==> src/rtl/subtrator_serial.sv <==
// Bit-serial unsigned subtractor: one full-subtract cell stepped LSB first over
// WIDTH cycles, with start/busy/done handshake and held result registers.
module subtrator_serial #(
    parameter int WIDTH = 8
) (
    input  logic             i_clk,
    input  logic             i_rst,
    input  logic             i_start,
    input  logic [WIDTH-1:0] i_a,
    input  logic [WIDTH-1:0] i_b,
    output logic             o_busy,
    output logic             o_done,
    output logic [WIDTH-1:0] o_diff,
    output logic             o_borrow_out
);

    // state   | meaning
    // IDLE    | waiting for i_start, result registers hold last value
    // SUB     | one bit per cycle through the subtract cell
    // DONE    | one-cycle done pulse, then back to IDLE
    typedef enum logic [1:0] {
        ST_IDLE = 2'd0,
        ST_SUB  = 2'd1,
        ST_DONE = 2'd2
    } state_t;

    localparam int CW = (WIDTH > 1) ? $clog2(WIDTH) : 1;
    localparam logic [CW-1:0] LAST_BIT = CW'(WIDTH - 1);

    state_t           r_state;
    logic [WIDTH-1:0] r_a;
    logic [WIDTH-1:0] r_b;
    // Upper WIDTH-1 bits of the difference shift register; the bit leaving
    // at the LSB end is never needed, so it is not stored.
    logic [WIDTH-2:0] r_d;
    logic             r_bflop;
    logic [CW-1:0]    r_cnt;
    logic             r_busy;
    logic             r_done;
    logic [WIDTH-1:0] r_diff;
    logic             r_borrow_out;

    logic             w_d;
    logic             w_bout;
    logic [WIDTH-1:0] w_shift;

    assign w_d     = r_a[0] ^ r_b[0] ^ r_bflop;
    assign w_bout  = (~r_a[0] & r_b[0]) | (~(r_a[0] ^ r_b[0]) & r_bflop);
    assign w_shift = {w_d, r_d};

    always_ff @(posedge i_clk) begin
        if (i_rst) begin
            r_state      <= ST_IDLE;
            r_a          <= '0;
            r_b          <= '0;
            r_d          <= '0;
            r_bflop      <= 1'b0;
            r_cnt        <= '0;
            r_busy       <= 1'b0;
            r_done       <= 1'b0;
            r_diff       <= '0;
            r_borrow_out <= 1'b0;
        end else begin
            case (r_state)
                ST_IDLE: begin
                    r_done <= 1'b0;
                    if (i_start) begin
                        r_a     <= i_a;
                        r_b     <= i_b;
                        r_d     <= '0;
                        r_bflop <= 1'b0;
                        r_cnt   <= '0;
                        r_busy  <= 1'b1;
                        r_state <= ST_SUB;
                    end
                end
                ST_SUB: begin
                    r_a     <= r_a >> 1;
                    r_b     <= r_b >> 1;
                    r_d     <= w_shift[WIDTH-1:1];
                    r_bflop <= w_bout;
                    r_cnt   <= r_cnt + 1'b1;
                    // Results are only published here, so no partial value leaks out.
                    if (r_cnt == LAST_BIT) begin
                        r_diff       <= w_shift;
                        r_borrow_out <= w_bout;
                        r_busy       <= 1'b0;
                        r_done       <= 1'b1;
                        r_state      <= ST_DONE;
                    end
                end
                ST_DONE: begin
                    r_done  <= 1'b0;
                    r_state <= ST_IDLE;
                end
                default: begin
                    r_busy  <= 1'b0;
                    r_done  <= 1'b0;
                    r_state <= ST_IDLE;
                end
            endcase
        end
    end

    assign o_busy       = r_busy;
    assign o_done       = r_done;
    assign o_diff       = r_diff;
    assign o_borrow_out = r_borrow_out;

endmodule

==> config.mk <==
export PLATFORM = sky130hd
export DESIGN_NAME = subtrator_serial
export DESIGN_NICKNAME = d
export VERILOG_FILES = /design/src/rtl/subtrator_serial.sv
export SDC_FILE = /design/constraint.sdc
export NUM_CORES = 1
export LEC_CHECK = 0
export ABC_AREA = 1
export CORE_MARGIN = 5
export CORE_UTILIZATION = 46
export CTS_CLUSTER_DIAMETER = 100
export DETAILED_ROUTE_END_ITERATION = 8
export PLACE_DENSITY = 0.71
export SKIP_CTS_REPAIR_TIMING = 1
export SLEW_MARGIN = 20
export SYNTH_ARGS = -nofsm -noshare
export SYNTH_HDL_FRONTEND = slang
export SYNTH_SLANG_ARGS = --single-unit
==> constraint.sdc <==
create_clock -name i_clk -period 1.3 [get_ports i_clk]
set_input_delay 0.26 -clock i_clk [delete_from_list [all_inputs] [get_ports i_clk]]
set_output_delay 0.26 -clock i_clk [all_outputs]
set_load 0.01 [all_outputs]
Word level (Yosys, flattened, before mapping) --
Cells that the tools add are included. W data, S select, Z words.
Storage, ports and cells: bits in registers 40, logic and storage cells 48
Cells by class: reduce and logical (&&, ||, !) cells 7, equal/unequal tests 5, bitwise logic cells 9, multiplexer cells 16, add/subtract/negate cells 1
Operators with widths (count):
- $pmux W8 S2 | 2
- $mux W8 | 2
- $pmux W7 S2 | 1
- $mux W7 | 1
- $pmux W3 S2 | 1
- $reduce_and A2 Y1 | 3
- $mux W2 | 2
- $ne A2 B2 Y1 const B | 2
- $not A1 Y1 | 4
- $pmux W2 S2 | 1
- $add A3 B1 Y3 const B | 1
- $eq A3 B3 Y1 const B | 1
- $mux W1 | 3
- $mux W3 | 1
- $pmux W1 S3 | 1
- $reduce_and A3 Y1 | 1
- $and A1 B1 Y1 | 2
- $eq A2 B1 Y1 const B | 1
- $eq A2 B2 Y1 const B | 1
- $logic_not A2 Y1 | 1
- $pmux W1 S2 | 1
- $reduce_bool A2 Y1 | 1
- $reduce_or A2 Y1 | 1
- $xor A1 B1 Y1 | 2
- $or A1 B1 Y1 | 1

Depth between registers and ports, before layout --
Gate-level depths: netlist (run 1).
word-level depth 5, gate-level depth with buffers 8, depth with buffers taken out 7

Least setup slack after synthesis (run 1) --
Ideal clock, no wire load.
kind register to register, start register r_cnt[0], end register r_diff[7], in the netlist o_diff[7], stages on the path, launching flop included 8, arrival time 1.091 ns, buffers on the path 0, setup time 0.116 ns, slack 0.094 ns, cells stage by stage dfxtp_1 -> ha_1 -> ha_1 -> inv_1 -> nor2_4 -> inv_2 -> nor2_1 -> nor2_1
On the way: cells in the longest elaborated chain, start to end 2
Ends and longest elaborated chain:
- from (decl) | line 37 | logic [CW-1:0] r_cnt;
- from (signal assigned) | line 82 | r_cnt <= r_cnt + 1'b1;
- $eq A3 B3 Y1 | line 84 | if (r_cnt == LAST_BIT) begin
- $reduce_and A2 Y1 (no source line)
- to (signal assigned) | line 85 | r_diff <= w_shift;
- to (decl) | line 40 | logic [WIDTH-1:0] r_diff;
No other way between the ends. A chain may end at the register's enable or synchronous reset.

Final worst setup path (run 1) --
start register r_cnt[0], end register r_diff[5], in the netlist o_diff[5]
The elaborated chain is that of the path after synthesis.

==> results of run 1 <==
==> synth_stat cells (3+ instances only) <==
master and count:
dfxtp_1 40, nand2_1 34, inv_1 32, nor2_1 29
nand3_1 25, o21ai_0 17, a21oi_1 12, a21oi_2 9
nand2_2 9, nor3_1 8, buf_2 4, inv_2 3
==> kinds of logic after synthesis <==
group	count (synthesis)	synth area share (%)
and+or+nand+nor	109	28.7
buffers and inverters	46	11.7
adders and majority gates	3	2.49
DFF	40	44.2
AOI/OAI and AO/OA	39	12.8
==> worst max-delay path, cell delays in order (launching register included) <==
cell     delay (ns)
dfxtp_4        0.36
ha_4           0.16
ha_4           0.16
inv_4          0.06
nor2_4         0.04
buf_12         0.13
buf_8          0.12
o21ai_1        0.11
nor2_1         0.06
==> flip-flops by register name, indices dropped and copies added (netlist names) <==
name / count
r_cnt: 3
o_diff: 8
o_done: 1
r_d: 7
r_b: 8
r_state: 2
o_borrow_out: 1
o_busy: 1
r_bflop: 1
r_a: 8
==> routing by layer <==
layer	vias up	global-route usage (%)	part of all wire (%)
li1	831	-	-
met1	723	20.3	45
met2	39	24.8	47
met3	8	5.10	5.8
met4	0	4.92	1.7
met5	-	0	0
==> worst min path at each step <==
stage                      end  depth (start not counted)
floorplan           r_state[0]                          1
global placement      r_cnt[1]                          2
detailed placement      r_a[7]                          2
CTS                     r_a[7]                          2
global route          r_cnt[0]                          1
finish                r_cnt[0]                          1
==> power breakdown <==
group	leakage (nW)	internal [mW]	switching, mW
Sequential	0.328	1.28	0.0335
Clock	0.0455	0.433	0.415
Combinational	0.852	0.161	0.189
==> per-stage QoR <==
| step | TNS [ns] | total power, mW | area (sq um) | std cells | utilization (%) |
|---|---|---|---|---|---|
| global placement | -3.50 | 1.67 | 2200 | 315 | 58.7 |
| finish | -0.0291 | 2.51 | 2460 | 330 | 65.7 |
| CTS | -2.55 | 2.51 | 2290 | 323 | 61.1 |
| floorplan | 0 | 1.55 | 1810 | 237 | - |
| detailed placement | -4.21 | 1.67 | 2200 | 315 | 58.7 |
| global route | -0.246 | 2.65 | 2460 | 330 | 65.7 |
==> final cells by class <==
cell class | count | area, sq um
Clock buffer | 8 | 90.1
Fill cell | 326 | 1280
Inverter | 36 | 155
Multi-Input combinational cell | 151 | 852
Sequential cell | 40 | 806
Tap cell | 48 | 60.1
Timing Repair Buffer | 46 | 490
Timing Repair inverter | 1 | 7.51
==> layout by cell type (no fill, tap or decap), drive strengths merged <==
| master | n |
|---|---|
| a21oi | 21 |
| buf | 17 |
| clkbuf | 8 |
| clkdlybuf4s50 | 18 |
| clkinv | 1 |
| clkinvlp | 1 |
| dfxtp | 40 |
| dlymetal6s2s | 11 |
| fa | 1 |
| ha | 2 |
| inv | 35 |
| nand2 | 46 |
| nand3 | 25 |
| nor2 | 30 |
| nor3 | 8 |
| o21a | 1 |
| o21ai | 17 |
==> metrics.md, run 1 <==
| Metric | Value |
|---|---|
| CTS Buf Count | `5` |
| Pre-antenna DRT Iters | `4` |
| Final Worst Setup Slack | `-0.0182 ns` |
| P_leak | `1.23 nW` |
| Reg-to-Reg End | `o_diff[5]` |
| Sink Count | `40` |
| DRC viols | `0` |
| First-pass GRT wire length | `6.53 mm` |
| Post-synthesis cell count | `237` |
| Slew HR | `80.2%` |
| Antenna diodes | `0` |
| Final Slew Violations | `0` |
| PwrDens | `1020 nW/um^2` |
| Die area | `5290 sq um` |
| RSZ-0062 raised after global routing | `true` |
| Hold path start | `r_cnt[0]` |
| Part of the Yosys area used for sequential elements | `44.2%` |
| Post-route clock period utilization | `101%` |
| Final hold viol count | `0` |
| Worst-path clk slew | `0.08 ns` |
| Total Wirelength | `4.12 mm` |
| Worst Setup SP | `r_cnt[0]` |
| Mapped cell area | `1810 sq um` |
| Top FF cell, synth | `dfxtp_1` |
| F_max | `759 MHz` |
| Synth cell types | `24` |
| Final setup fails | `3` |
| Ys async rst share | `0%` |
| Worst R2R Setup Slack | `-0.02 ns` |
| Setup Skew | `0.00533 ns` |
| Share of Yosys cell area claimed by the top area cell type | `44.2%` |
| Vias in the first global route | `1,479` |
| Die X | `72.7 microns` |
| Pre-CTS worst setup slack | `-0.186 ns` |
| Hold Slack | `0.464 ns` |
| Post-DP HPWL | `2.62 mm` |
| Initial antenna violation count | `0` |
| Largest area contributor in the netlist | `dfxtp_1` |
| WL per Instance | `12.5 microns` |
| Actual slew at the worst max-slew pin | `0.297 ns` |
| Worst reg2reg startpoint | `r_cnt[0]` |
| WS Path Type | `flop to flop` |
| Synth top area cells | `dfxtp_1, nand2_1, nand3_1` |
| Via density | `4.85` |
| Final #Nets | `303` |
| Clk_lat worst skew | `0.29 ns` |
| CP startpoint kind | `flop` |
| Placer congestion estimate | `0.801` |
| Min-delay worst type | `flop to flop` |
| Port bufs | `29` |
| Syn_area_per_cell | `7.64 sq um` |
| Minimum clock period | `1.32 ns` |
| Worst-case clock buffer depth | `2` |
| IO Count | `30` |
| Core area | `3740 sq um` |
| Critical Path Sink | `o_diff[5]` |
| Initial drt markers | `98` |
| Critical Path AT | `1.50 ns` |
| CP Capture Type | `flop` |
| Depth of the CTS H-tree | `2` |
| Status | `finished with violations` |
| Largest net degree at the start of global routing | `19` |
| Max cap viols | `0` |
| Share of cells above drive strength 1 | `22.0%` |
| GRT Total Usage | `15.7%` |
| Grt ovf | `0` |
| Height of the die | `72.7 microns` |
| Area Growth Syn to Fin | `35.9%` |
| Root Buffer | `clkbuf_8` |
| CP required | `1.48 ns` |
| Routed Antenna Nets | `0` |
| Failing checks | `setup timing` |
| FP Rows | `22` |
| Initial Utilization | `48.4%` |
| Post-synth EDFFs | `0` |
| Worst r2r path cells | `8` |
| Yosys reg bits | `40` |
| Ys Warns | `0` |
| CP Max Fanout | `7` |
| Syn_nets | `259` |
| Maximum vdd drop | `786 uV` |
| CTS tree | `yes` |
| Via count | `1,601` |
(Power assumes the default switching activity.)
==> run 2: changes to the inputs <==
- PLACE_DENSITY: 0.71 -> 0.68
==> run 2 against run 1 <==
  * The flow now finishes without violations
  * Cell area decreased by 0.46%
  * Setup slack improved by 0.032 ns
  * Core utilization decreased by 0.30 points
  * Register-to-register slack improved by 0.03 ns
==> metrics.md, run 2 (synthesis gave the netlist of run 1 again) <==
| Metric | Value |
|---|---|
| DRC viols | `0 (unchanged)` |
| Commonest non-fill, non-tap cell in the layout | `dfxtp_1 (unchanged)` |
| Port bufs | `29 (unchanged)` |
| Sequential share of power | `52.3% (about the same)` |
| Critical Path AT | `1.48 ns (was 1.50 ns)` |
| Min-delay worst type | `flop to flop (unchanged)` |
| Slew HR | `80.9% (was 80.2%)` |
| Final setup fails | `0 (was 3)` |
| FP Rows | `22 (unchanged)` |
| Min-Delay Endpoint | `r_a[7] (was r_cnt[0])` |
| Comb pwr share | `13.7% (was 13.9%)` |
| Depth of the CTS H-tree | `2 (unchanged)` |
| Core area | `3740 sq um (unchanged)` |
| F_max | `777 MHz (was 759 MHz)` |
| GRT Total Usage | `15.2% (was 15.7%)` |
| Die area | `5290 sq um (unchanged)` |
| Clk_lat worst skew | `0.29 ns (about the same)` |
| Antenna diodes | `0 (unchanged)` |
| Sink Count | `40 (unchanged)` |
| Root Buffer | `clkbuf_8 (unchanged)` |
| Initial drt markers | `118 (was 98)` |
| Worst R2R Setup Slack | `0.01 ns (was -0.02 ns)` |
| Share of cells above drive strength 1 | `24.0% (was 22.0%)` |
| Die X | `72.7 microns (unchanged)` |
| Hold path start | `r_a[7] (was r_cnt[0])` |
| Final hold viol count | `0 (unchanged)` |
| Setup Skew | `0.00640 ns (was 0.00533 ns)` |
| Area Growth Syn to Fin | `35.3% (was 35.9%)` |
| CP Capture Type | `flop (unchanged)` |
| Initial antenna violation count | `0 (unchanged)` |
| Final Util | `65.4% (was 65.7%)` |
| Most frequent cells in the layout | `dfxtp_1, nand2_1, inv_1, nand3_1, nor2_1 (unchanged)` |
| CP Max Fanout | `8 (was 7)` |
| Placer congestion estimate | `0.808 (was 0.801)` |
| Total Wirelength | `4.17 mm (was 4.12 mm)` |
| WL per Instance | `12.6 microns (was 12.5 microns)` |
| CTS tree | `yes (unchanged)` |
| Routed Antenna Nets | `0 (unchanged)` |
| Final Slew Violations | `0 (unchanged)` |
| WHS Path Cells | `2 (was 1)` |
| Final instance area | `2450 sq um (was 2460 sq um)` |
| Internal | `1.86 mW (was 1.87 mW)` |
| Reg-to-Reg End | `o_diff[0] (was o_diff[5])` |
| Worst reg2reg startpoint | `r_cnt[0] (unchanged)` |
| Actual slew at the worst max-slew pin | `0.286 ns (was 0.297 ns)` |
| P_leak | `1.23 nW (about the same)` |
| Maximum vdd drop | `737 uV (was 786 uV)` |
| Max cap viols | `0 (unchanged)` |
| IO Count | `30 (unchanged)` |
| PwrDens | `1020 nW/um^2 (about the same)` |
| Non-filler instance count after layout | `331 (was 330)` |
| CTS Buf Count | `5 (unchanged)` |
| Post-DP Area | `2180 sq um (was 2200 sq um)` |
| Height of the die | `72.7 microns (unchanged)` |
| Minimum clock period | `1.29 ns (was 1.32 ns)` |
| Status | `complete, no violations (was finished with violations)` |
| Via count | `1,577 (was 1,601)` |
| CP required | `1.49 ns (was 1.48 ns)` |
| Inst Count DP | `316 (was 315)` |
| Sw frac | `25.9% (was 25.4%)` |
| Grt ovf | `0 (unchanged)` |
| Via density | `4.76 (was 4.85)` |
| Net Switching | `0.649 mW (was 0.638 mW)` |
| Worst-path clk slew | `0.07 ns (was 0.08 ns)` |
| Largest net degree at the start of global routing | `22 (was 19)` |
| Vias in the first global route | `1,497 (was 1,479)` |
| Setup TNS | `0 ns (was -0.0291 ns)` |
| First-pass GRT wire length | `6.49 mm (was 6.53 mm)` |
| Clock share of power | `34.0% (was 33.8%)` |
| Post-route clock period utilization | `99.0% (was 101%)` |
| # fillers | `329 (was 326)` |
| Worst-case clock buffer depth | `2 (unchanged)` |
| WS Path Type | `flop to flop (unchanged)` |
| RSZ-0062 raised after global routing | `true (unchanged)` |
| Post-DP HPWL | `2.57 mm (was 2.62 mm)` |
| Tot Pwr | `2.51 mW (about the same)` |
| Final #Nets | `304 (was 303)` |
| CP startpoint kind | `flop (unchanged)` |
| Initial Utilization | `48.4% (unchanged)` |
| Worst r2r path cells | `8 (unchanged)` |
| Pre-antenna DRT Iters | `4 (unchanged)` |
-- run 2: power by group through the flow --
stage,combinational [mW],sequential (mW),clock [mW]
finish,0.344,1.31,0.852
floorplan,0.219,1.33,0
global route,0.388,1.32,0.900
CTS,0.333,1.31,0.851
global placement,0.328,1.33,0
detailed placement,0.329,1.33,0
-- run 2: final cells by class --
class / count / area, sq um / area share, %
Tap cell: 48 / 60.1 / 2.45
Timing Repair inverter: 1 / 6.26 / 0.255
Clock buffer: 6 / 82.6 / 3.37
Multi-Input combinational cell: 151 / 868 / 35.4
Clock inverter: 2 / 10.0 / 0.409
Sequential cell: 40 / 803 / 32.8
Inverter: 36 / 150 / 6.13
Timing Repair Buffer: 47 / 469 / 19.2
-- run 2: worst max-delay path, cell delays in order (launching register included) --
cell and delay [ns]:
dfxtp_2 0.35, ha_4 0.16, ha_4 0.16, inv_4 0.06, nor2_4 0.04, buf_12 0.14, buf_4 0.14, o21ai_2 0.10
nor2_1 0.04
-- run 2: how the worst max path moves through the flow --
stage / start / end / slack [ns]
after floorplan: r_cnt[0] / o_diff[7] / 0.09
after global placement: i_start / r_b[7] / -0.15
after detailed placement: i_start / r_a[3] / -0.18
after CTS: o_busy / o_busy / -0.16
after global routing: r_cnt[0] / o_diff[0] / -0.05
final: r_cnt[0] / o_diff[0] / 0.01
-- run 2: layer usage --
metal  vias up  routed length [microns]  global-route usage [%]
met1       702                     1890                    20.1
li1        835                        -                       -
met2        34                     2000                    24.3
met4         0                       33                    4.30
met5         -                        0                       0
met3         6                      247                    4.13
-- run 2: through the flow --
stage | hold slack, ns | worst slack (ns)
after detailed placement | 0.451 | -0.178
after floorplan | 0.338 | 0.0937
after global placement | 0.451 | -0.149
after CTS | 0.465 | -0.159
final | 0.469 | 0.0133
after global routing | 0.501 | -0.0453
